$ cat src/rtl/ps2_host_tx.sv
`default_nettype none
// +------------------------------------------------------------------------+
// | Module   : ps2_host_tx                                                 |
// | Purpose  : PS/2 host-to-device frame transmitter (inhibit, request,    |
// |            11-clock frame, ACK sampling). Optional frame watchdog      |
// |            enabled by defining PS2_TX_TIMEOUT_EN.                      |
// | Revision : 1.0 - initial release                                       |
// +------------------------------------------------------------------------+
module ps2_host_tx #(
  parameter int INHIBIT_CYCLES = 5000,
  parameter int TIMEOUT_CYCLES = 750000
) (
  input  logic       clk,
  input  logic       clrn,
  input  logic       ps2_clk,
  input  logic       ps2_data,
  output logic       ps2_clk_low,
  output logic       ps2_data_low,
  input  logic [7:0] tx_data,
  input  logic       tx_valid,
  output logic       tx_ready,
  output logic       busy,
  output logic       done,
  output logic       ack_err,
  output logic       timeout_err
);

  localparam int C_INH_W = (INHIBIT_CYCLES > 1) ? $clog2(INHIBIT_CYCLES) : 1;
  localparam logic [C_INH_W-1:0] C_INH_LAST = C_INH_W'(INHIBIT_CYCLES - 1);

  typedef enum logic [2:0] {
    S_IDLE    = 3'd0,
    S_INHIBIT = 3'd1,
    S_REQ     = 3'd2,
    S_BITS    = 3'd3,
    S_STOP    = 3'd4,
    S_ACK     = 3'd5,
    S_WAITREL = 3'd6,
    S_FIN     = 3'd7
  } state_t;

  state_t               state_q, state_d;
  logic [2:0]           csync_q, dsync_q;
  logic [C_INH_W-1:0]   inh_cnt_q, inh_cnt_d;
  logic [3:0]           bit_cnt_q, bit_cnt_d;
  logic [8:0]           shift_q, shift_d;
  logic                 clk_low_q, clk_low_d;
  logic                 data_low_q, data_low_d;
  logic                 ack_err_q, ack_err_d;
  logic                 w_fall;

  // Stage 2 low with stage 3 high marks a settled high-to-low transition
  assign w_fall = ~csync_q[1] & csync_q[2];

`ifdef PS2_TX_TIMEOUT_EN
  localparam int C_TO_W = (TIMEOUT_CYCLES > 1) ? $clog2(TIMEOUT_CYCLES) : 1;
  localparam logic [C_TO_W-1:0] C_TO_LAST = C_TO_W'(TIMEOUT_CYCLES - 1);

  logic [C_TO_W-1:0] wd_q, wd_d;
  logic              to_err_q, to_err_d;

  always_ff @(posedge clk) begin
    if (!clrn) begin
      wd_q     <= '0;
      to_err_q <= 1'b0;
    end else begin
      wd_q     <= wd_d;
      to_err_q <= to_err_d;
    end
  end

  assign timeout_err = to_err_q;
`else
  assign timeout_err = 1'b0;
`endif

  always_ff @(posedge clk) begin
    if (!clrn) begin
      state_q    <= S_IDLE;
      csync_q    <= 3'b111;
      dsync_q    <= 3'b111;
      inh_cnt_q  <= '0;
      bit_cnt_q  <= '0;
      shift_q    <= '0;
      clk_low_q  <= 1'b0;
      data_low_q <= 1'b0;
      ack_err_q  <= 1'b0;
    end else begin
      state_q    <= state_d;
      csync_q    <= {csync_q[1:0], ps2_clk};
      dsync_q    <= {dsync_q[1:0], ps2_data};
      inh_cnt_q  <= inh_cnt_d;
      bit_cnt_q  <= bit_cnt_d;
      shift_q    <= shift_d;
      clk_low_q  <= clk_low_d;
      data_low_q <= data_low_d;
      ack_err_q  <= ack_err_d;
    end
  end

  always_comb begin
    state_d    = state_q;
    inh_cnt_d  = inh_cnt_q;
    bit_cnt_d  = bit_cnt_q;
    shift_d    = shift_q;
    clk_low_d  = clk_low_q;
    data_low_d = data_low_q;
    ack_err_d  = ack_err_q;
`ifdef PS2_TX_TIMEOUT_EN
    to_err_d   = to_err_q;
    wd_d       = (state_q == S_IDLE) ? '0 : wd_q + 1'b1;
`endif

    case (state_q)
      S_IDLE: begin
        clk_low_d  = 1'b0;
        data_low_d = 1'b0;
        if (tx_valid) begin
          shift_d   = {~^tx_data, tx_data};
          inh_cnt_d = '0;
          bit_cnt_d = '0;
          clk_low_d = 1'b1;
          ack_err_d = 1'b0;
`ifdef PS2_TX_TIMEOUT_EN
          to_err_d  = 1'b0;
`endif
          state_d   = S_INHIBIT;
        end
      end
      S_INHIBIT: begin
        inh_cnt_d = inh_cnt_q + 1'b1;
        // Start bit goes low while the clock is still held, one cycle ahead
        if (inh_cnt_q == C_INH_LAST) begin
          data_low_d = 1'b1;
          state_d    = S_REQ;
        end
      end
      S_REQ: begin
        clk_low_d = 1'b0;
        if (w_fall) begin
          data_low_d = ~shift_q[0];
          shift_d    = shift_q >> 1;
          bit_cnt_d  = 4'd1;
          state_d    = S_BITS;
        end
      end
      S_BITS: begin
        if (w_fall) begin
          data_low_d = ~shift_q[0];
          shift_d    = shift_q >> 1;
          bit_cnt_d  = bit_cnt_q + 4'd1;
          if (bit_cnt_q == 4'd8) begin
            state_d = S_STOP;
          end
        end
      end
      S_STOP: begin
        if (w_fall) begin
          data_low_d = 1'b0;
          state_d    = S_ACK;
        end
      end
      S_ACK: begin
        if (w_fall) begin
          ack_err_d = dsync_q[1];
          state_d   = S_WAITREL;
        end
      end
      S_WAITREL: begin
        if (csync_q[2] && dsync_q[2]) begin
          state_d = S_FIN;
        end
      end
      S_FIN: begin
        state_d = S_IDLE;
      end
      default: begin
        state_d = S_IDLE;
      end
    endcase

`ifdef PS2_TX_TIMEOUT_EN
    if ((state_q != S_IDLE) && (state_q != S_FIN) && (wd_q == C_TO_LAST)) begin
      state_d    = S_FIN;
      clk_low_d  = 1'b0;
      data_low_d = 1'b0;
      ack_err_d  = 1'b0;
      to_err_d   = 1'b1;
    end
`endif
  end

  assign ps2_clk_low  = clk_low_q;
  assign ps2_data_low = data_low_q;
  assign tx_ready     = (state_q == S_IDLE);
  assign busy         = (state_q != S_IDLE);
  assign done         = (state_q == S_FIN);
  assign ack_err      = ack_err_q;

endmodule
`default_nettype wire

$ cat config.mk
export PLATFORM = sky130hd
export DESIGN_NAME = ps2_host_tx
export DESIGN_NICKNAME = d
export VERILOG_FILES = /design/src/rtl/ps2_host_tx.sv
export SDC_FILE = /design/constraint.sdc
export NUM_CORES = 1
export LEC_CHECK = 0
export ABC_AREA = 1
export BUFFER_PORTS_ARGS = -buffer_cell sky130_fd_sc_hd__buf_2
export CAP_MARGIN = 0
export CELL_PAD_IN_SITES_DETAIL_PLACEMENT = 1
export CELL_PAD_IN_SITES_GLOBAL_PLACEMENT = 1
export CORE_AREA = 2 2 78 65
export CTS_CLUSTER_SIZE = 25
export DETAILED_ROUTE_END_ITERATION = 8
export DIE_AREA = 0 0 80 67
export PLACE_DENSITY = 0.88
export SYNTH_ARGS = -nofsm -noshare
export SYNTH_HDL_FRONTEND = slang
export SYNTH_SLANG_ARGS = --single-unit
$ cat constraint.sdc
create_clock -name clk -period 3.64 [get_ports clk]
set_input_delay 0.182 -clock clk [delete_from_list [all_inputs] [get_ports clk]]
set_output_delay 0.182 -clock clk [all_outputs]
set_load 0.05 [all_outputs]
======== Yosys cells after proc, flatten, opt, wreduce, memory -nomap -nowiden ========
Cells that the tools add are included.
storage, ports and cells
  flip-flop bits (word level) ............. 38
  output and inout bits ................... 7
  word-level logic and storage cells ...... 76
cells by class
  add/sub/neg operators ................... 2
  eq/ne operators ......................... 18
  mux-type cells .......................... 27
  bitwise gates (word level) .............. 3
  reductions and logical operators ........ 17
operator list
  kind                                                                    number
  13-bit one-hot mux with 2 select lines                                  1
  3-bit two-way mux                                                       8
  3-bit one-hot mux with 8 select lines                                   1
  9-bit two-way mux                                                       2
  9-bit one-hot mux with 2 select lines                                   1
  2-bit inequality test (second input constant)                           8
  13-bit by 1-bit adder with 13-bit output (second input constant)        1
  13-bit equality test (second input constant)                            1
  13-bit two-way mux                                                      1
  3-bit equality test (second input constant)                             4
  4-bit two-way mux                                                       3
  4-bit one-hot mux with 3 select lines                                   1
  4-bit AND reduction                                                     2
  8-bit AND reduction                                                     1
  2-bit nonzero test                                                      4
  8-bit XNOR reduction                                                    1
  3-bit by 2-bit equality test with 1-bit output (second input constant)  2
  1-bit two-way mux                                                       6
  3-bit AND reduction                                                     2
  3-bit nonzero test                                                      2
  4-bit by 1-bit adder with 4-bit output (second input constant)          1
  4-bit equality test (second input constant)                             1
  1-bit one-hot mux with 2 select lines                                   2
  1-bit one-hot mux with 4 select lines                                   1
  other kinds (9)                                                         10

======== Logic depth before layout (Yosys ltp) ========
  depth after elaboration ................. 4
  mapped depth ............................ 10

======== Worst setup path before layout ========
No wires, ideal clock.
  path kind ............................... register -> output
  start ................................... register state_q[2]
  end ..................................... output port done
  data arrival time ....................... 1.421 ns
  required time ........................... 3.458 ns
  slack ................................... 2.037 ns
  stages on the path, launching flop included .. 4
  cell sequence ........................... dfxtp_1 > inv_2 > clkbuf_1 > nor2_1
between the ends
  cells in the longest elaborated chain, start to end .. 1
RTL lines
  what                    line  RTL
  start, declared         42    state_t state_q, state_d;
  start signal, assigned  89    state_q <= state_d;
  3-bit equality test     197   assign done = (state_q == S_FIN);
  end, declared           23    output logic done,
No other way between the ends.

======== Final worst setup path ========
  start ................................... register state_q[1]
  end ..................................... register state_q[0]
between the ends
  cells in the longest elaborated chain, start to end .. 3
  elaborated cells between the ends (all ways) .. 18
  those cells by class .................... 15 x eq/ne; 1 x mux; 2 x reduce/logical
RTL lines
  what                                         line  RTL
  3-bit equality test (tied with other cells)  114   case (state_q)
  2-bit inequality test (no line)              --
  8-bit AND reduction (no line)                --
Parallel ways exist; a longest one is shown, timed or not.
A chain may end at the register's enable or synchronous reset.

==> results.md <==
- Status: completed
- Req. time, crit path: 3.81 ns
- Post-CTS setup buffer count: 0
- Max_slew headroom: 0.572
- Final Util: 0.492
- Core area: 4510 µm²
- Nets: 315
- Die height: 67 µm
- FF/Latch Area: 761 µm²
- Share of cells above drive strength 1: 0.163
- Worst path top cell family by delay: simple AND/OR/NAND/NOR gates
- Grt met3 use: 0.0366
- PortBufs: 18
- Die width: 80 µm
- Die area: 5360 µm²
- CP startpoint kind: flop
- Grt total ovfl: 0
- Cts bufs inserted: 5
- Detail Route Antenna Nets: 0
- Fillcell total: 613
- Final WL: 5.02 mm
- Final setup vio count: 0
- Vias in the first global route: 1887
- Post-synth net total: 300
- First-pass GRT wire length: 8.69 mm
- Crit end category: flop
- CP Max Fanout: 18
- Tot GR Track Use: 0.209
- N_diodes: 0
- Area leader, netlist: dfxtp_1
- Setup TNS: 0 ns
- Fin crit share: 0.520
- HPWL after DPL: 3.67 mm
- Grt met1 use: 0.289
- Area growth, synth to finish: 10.7%
- Final hold vios: 0
- Synth Area per Inst: 7.07 µm²
- Clock sink count: 38
- Hold slack: 0.0646 ns
- Largest net degree at the start of global routing: 23
- Met2 Usage GRT: 0.329
- Share of the synthesized area in the top cell type: 0.379
- Vias: 1879
- Crit path DAT: 2.06 ns
- Row Count: 22
- Hold Crit Class: in -> reg
- Pre-CTS setup slack: 1.88 ns
- Distinct cells, synth: 35
- Final Instance Area: 2220 µm²
- Clock buffer depth: 2
- RSZ-0062 raised after global routing: no
- Critical path's slowest cell: dfxtp_1
- Post-synthesis cell count: 284
- CTS Root Buffer Type: clkbuf_8
- Initial antenna violation count: 0
- Top cells by area, synth: dfxtp_1, nand2_1, nand3_1, o21ai_0, a21oi_1
- I/O Pins: 20
- Cts repair resizes: 0
- Synthesized flop and latch total: 38
- DRC: 0
- Cell Pwr Density: 646 nW/µm²
- Most used cell, CP: nand2_1
- Fmax: 528 MHz
- Max incr delay on CP: 0.74 ns
- CP Buf/Inv Count: 0
- Clk_skew: 0.00453 ns
- Clk_lat worst skew: 0.30 ns
- Ys Warns: 0
- Busiest grt layer: met2
- Maximum vdd drop: 299 µV
- Vias per cell: 5.22
- Clock slew at reported path FFs: 0.08 ns
- Initial Util: 0.445
- First-pass DRT Iterations: 4
- Slew Viols, Final: 0
- RD Place Congestion: 0.854
- Slew @ Worst Pin: 0.641 ns
- Iteration-0 DRC Markers: 131
- Mapped cell area: 2010 µm²
- Multi-input logic area: 1090 µm²
- Post-CTS Hold Fix Bufs: 0
- Dpl cell area: 2110 µm²
- Final Critical Period: 1.89 ns
- H-tree depth: 2
- Critical path class: reg -> reg
- DR WL/cell: 13.9 µm
- CTS tree: built
- Max_cap viols: 0
- Leakage: 0.880 nW
- CP cell instances: nand2_1 > nor2_1 > nand2_1 > o21ai_0 > nor2_2 > nand2_2 > nand2_1 > nand2_1 > nor2_1
- Final worst slack: 1.75 ns
- Seq/Total Area, Yosys: 0.379
-- worst paths after layout --
| check | start | end | slack (ns) | cells past startpoint |
|---|---|---|---|---|
| min reg2reg | csync_q[0] | csync_q[1] | 0.42 | 1 |
| max reg2reg | state_q[1] | state_q[0] | 1.75 | 9 |
| max | state_q[1] | state_q[0] | 1.75 | 9 |
| min | ps2_clk | csync_q[0] | 0.06 | 2 |
-- cells in the final DEF (no fill, tap or decap), types with 3 or more instances in the layout --
master    count
nand2_1      64
dfxtp_1      38
nand3_1      24
o21ai_0      23
nor2_1       21
inv_1        20
a21oi_1      18
buf_2        18
nor3_1       11
a31oi_1       9
clkbuf_8      8
or2_2         6
inv_2         5
xor2_1        4
xnor2_1       4
ha_1          3
-- stage by stage --
stage,cells,power (mW)
2_1_floorplan,284,0.981
5_1_grt,360,1.53
4_1_cts,360,1.44
3_3_place_gp,352,1.08
6_report,360,1.43
3_5_place_dp,352,1.09
-- power breakdown --
group	total (mW)	internal (mW)	leakage, nW	switching [mW]
combinational	0.538	0.148	0.511	0.390
clock	0.347	0.191	0.0575	0.156
sequential	0.550	0.485	0.311	0.0651
-- sequential cells by signal, summed over array words and instances, names as in the netlist --
name,cells
csync_q,3
ps2_clk_low,1
ps2_data_low,1
ack_err,1
inh_cnt_q,13
state_q,3
shift_q,9
dsync_q,3
bit_cnt_q,4
-- cell usage after synthesis (all sizes together) --
library cell / count
dfxtp: 38
a21oi: 18
nor3b: 1
nand2: 68
nor2: 25
xor2: 4
xnor2: 4
nand3: 25
conb: 1
inv: 26
or2: 6
nand3b: 1
a22oi: 1
o22ai: 1
a211oi: 2
clkbuf: 3
buf: 7
nand4: 1
o21a: 1
a31oi: 9
nor3: 13
and3: 1
o21ai: 25
ha: 3
-- routing by layer --
layer	wire length, µm	vias to the layer above
met5	0	-
met4	73	0
li1	-	965
met2	2160	33
met3	196	7
met1	2590	874
-- cell type report --
class,instances,area share
Sequential cell,38,0.342
Inverter,26,0.0450
Clock buffer,8,0.0495
Timing Repair Buffer,18,0.0405
Tap cell,60,0.0338
Multi-Input combinational cell,210,0.489
-- logic make-up (layout without fill, tap and decap cells) --
logic type / after synthesis / in the layout / share of synthesized area
flip-flops: 38 / 38 / 0.379
XOR/XNOR: 8 / 8 / 0.0349
buffers and inverters: 36 / 52 / 0.0798
other: 1 / 1 / 0.00187
AND/OR/NAND/NOR: 141 / 141 / 0.332
adder cells (fa/ha/maj): 3 / 3 / 0.0187
AO/OA/AOI/OAI: 57 / 57 / 0.153
No activity file was read; power rests on OpenSTA's default activity.
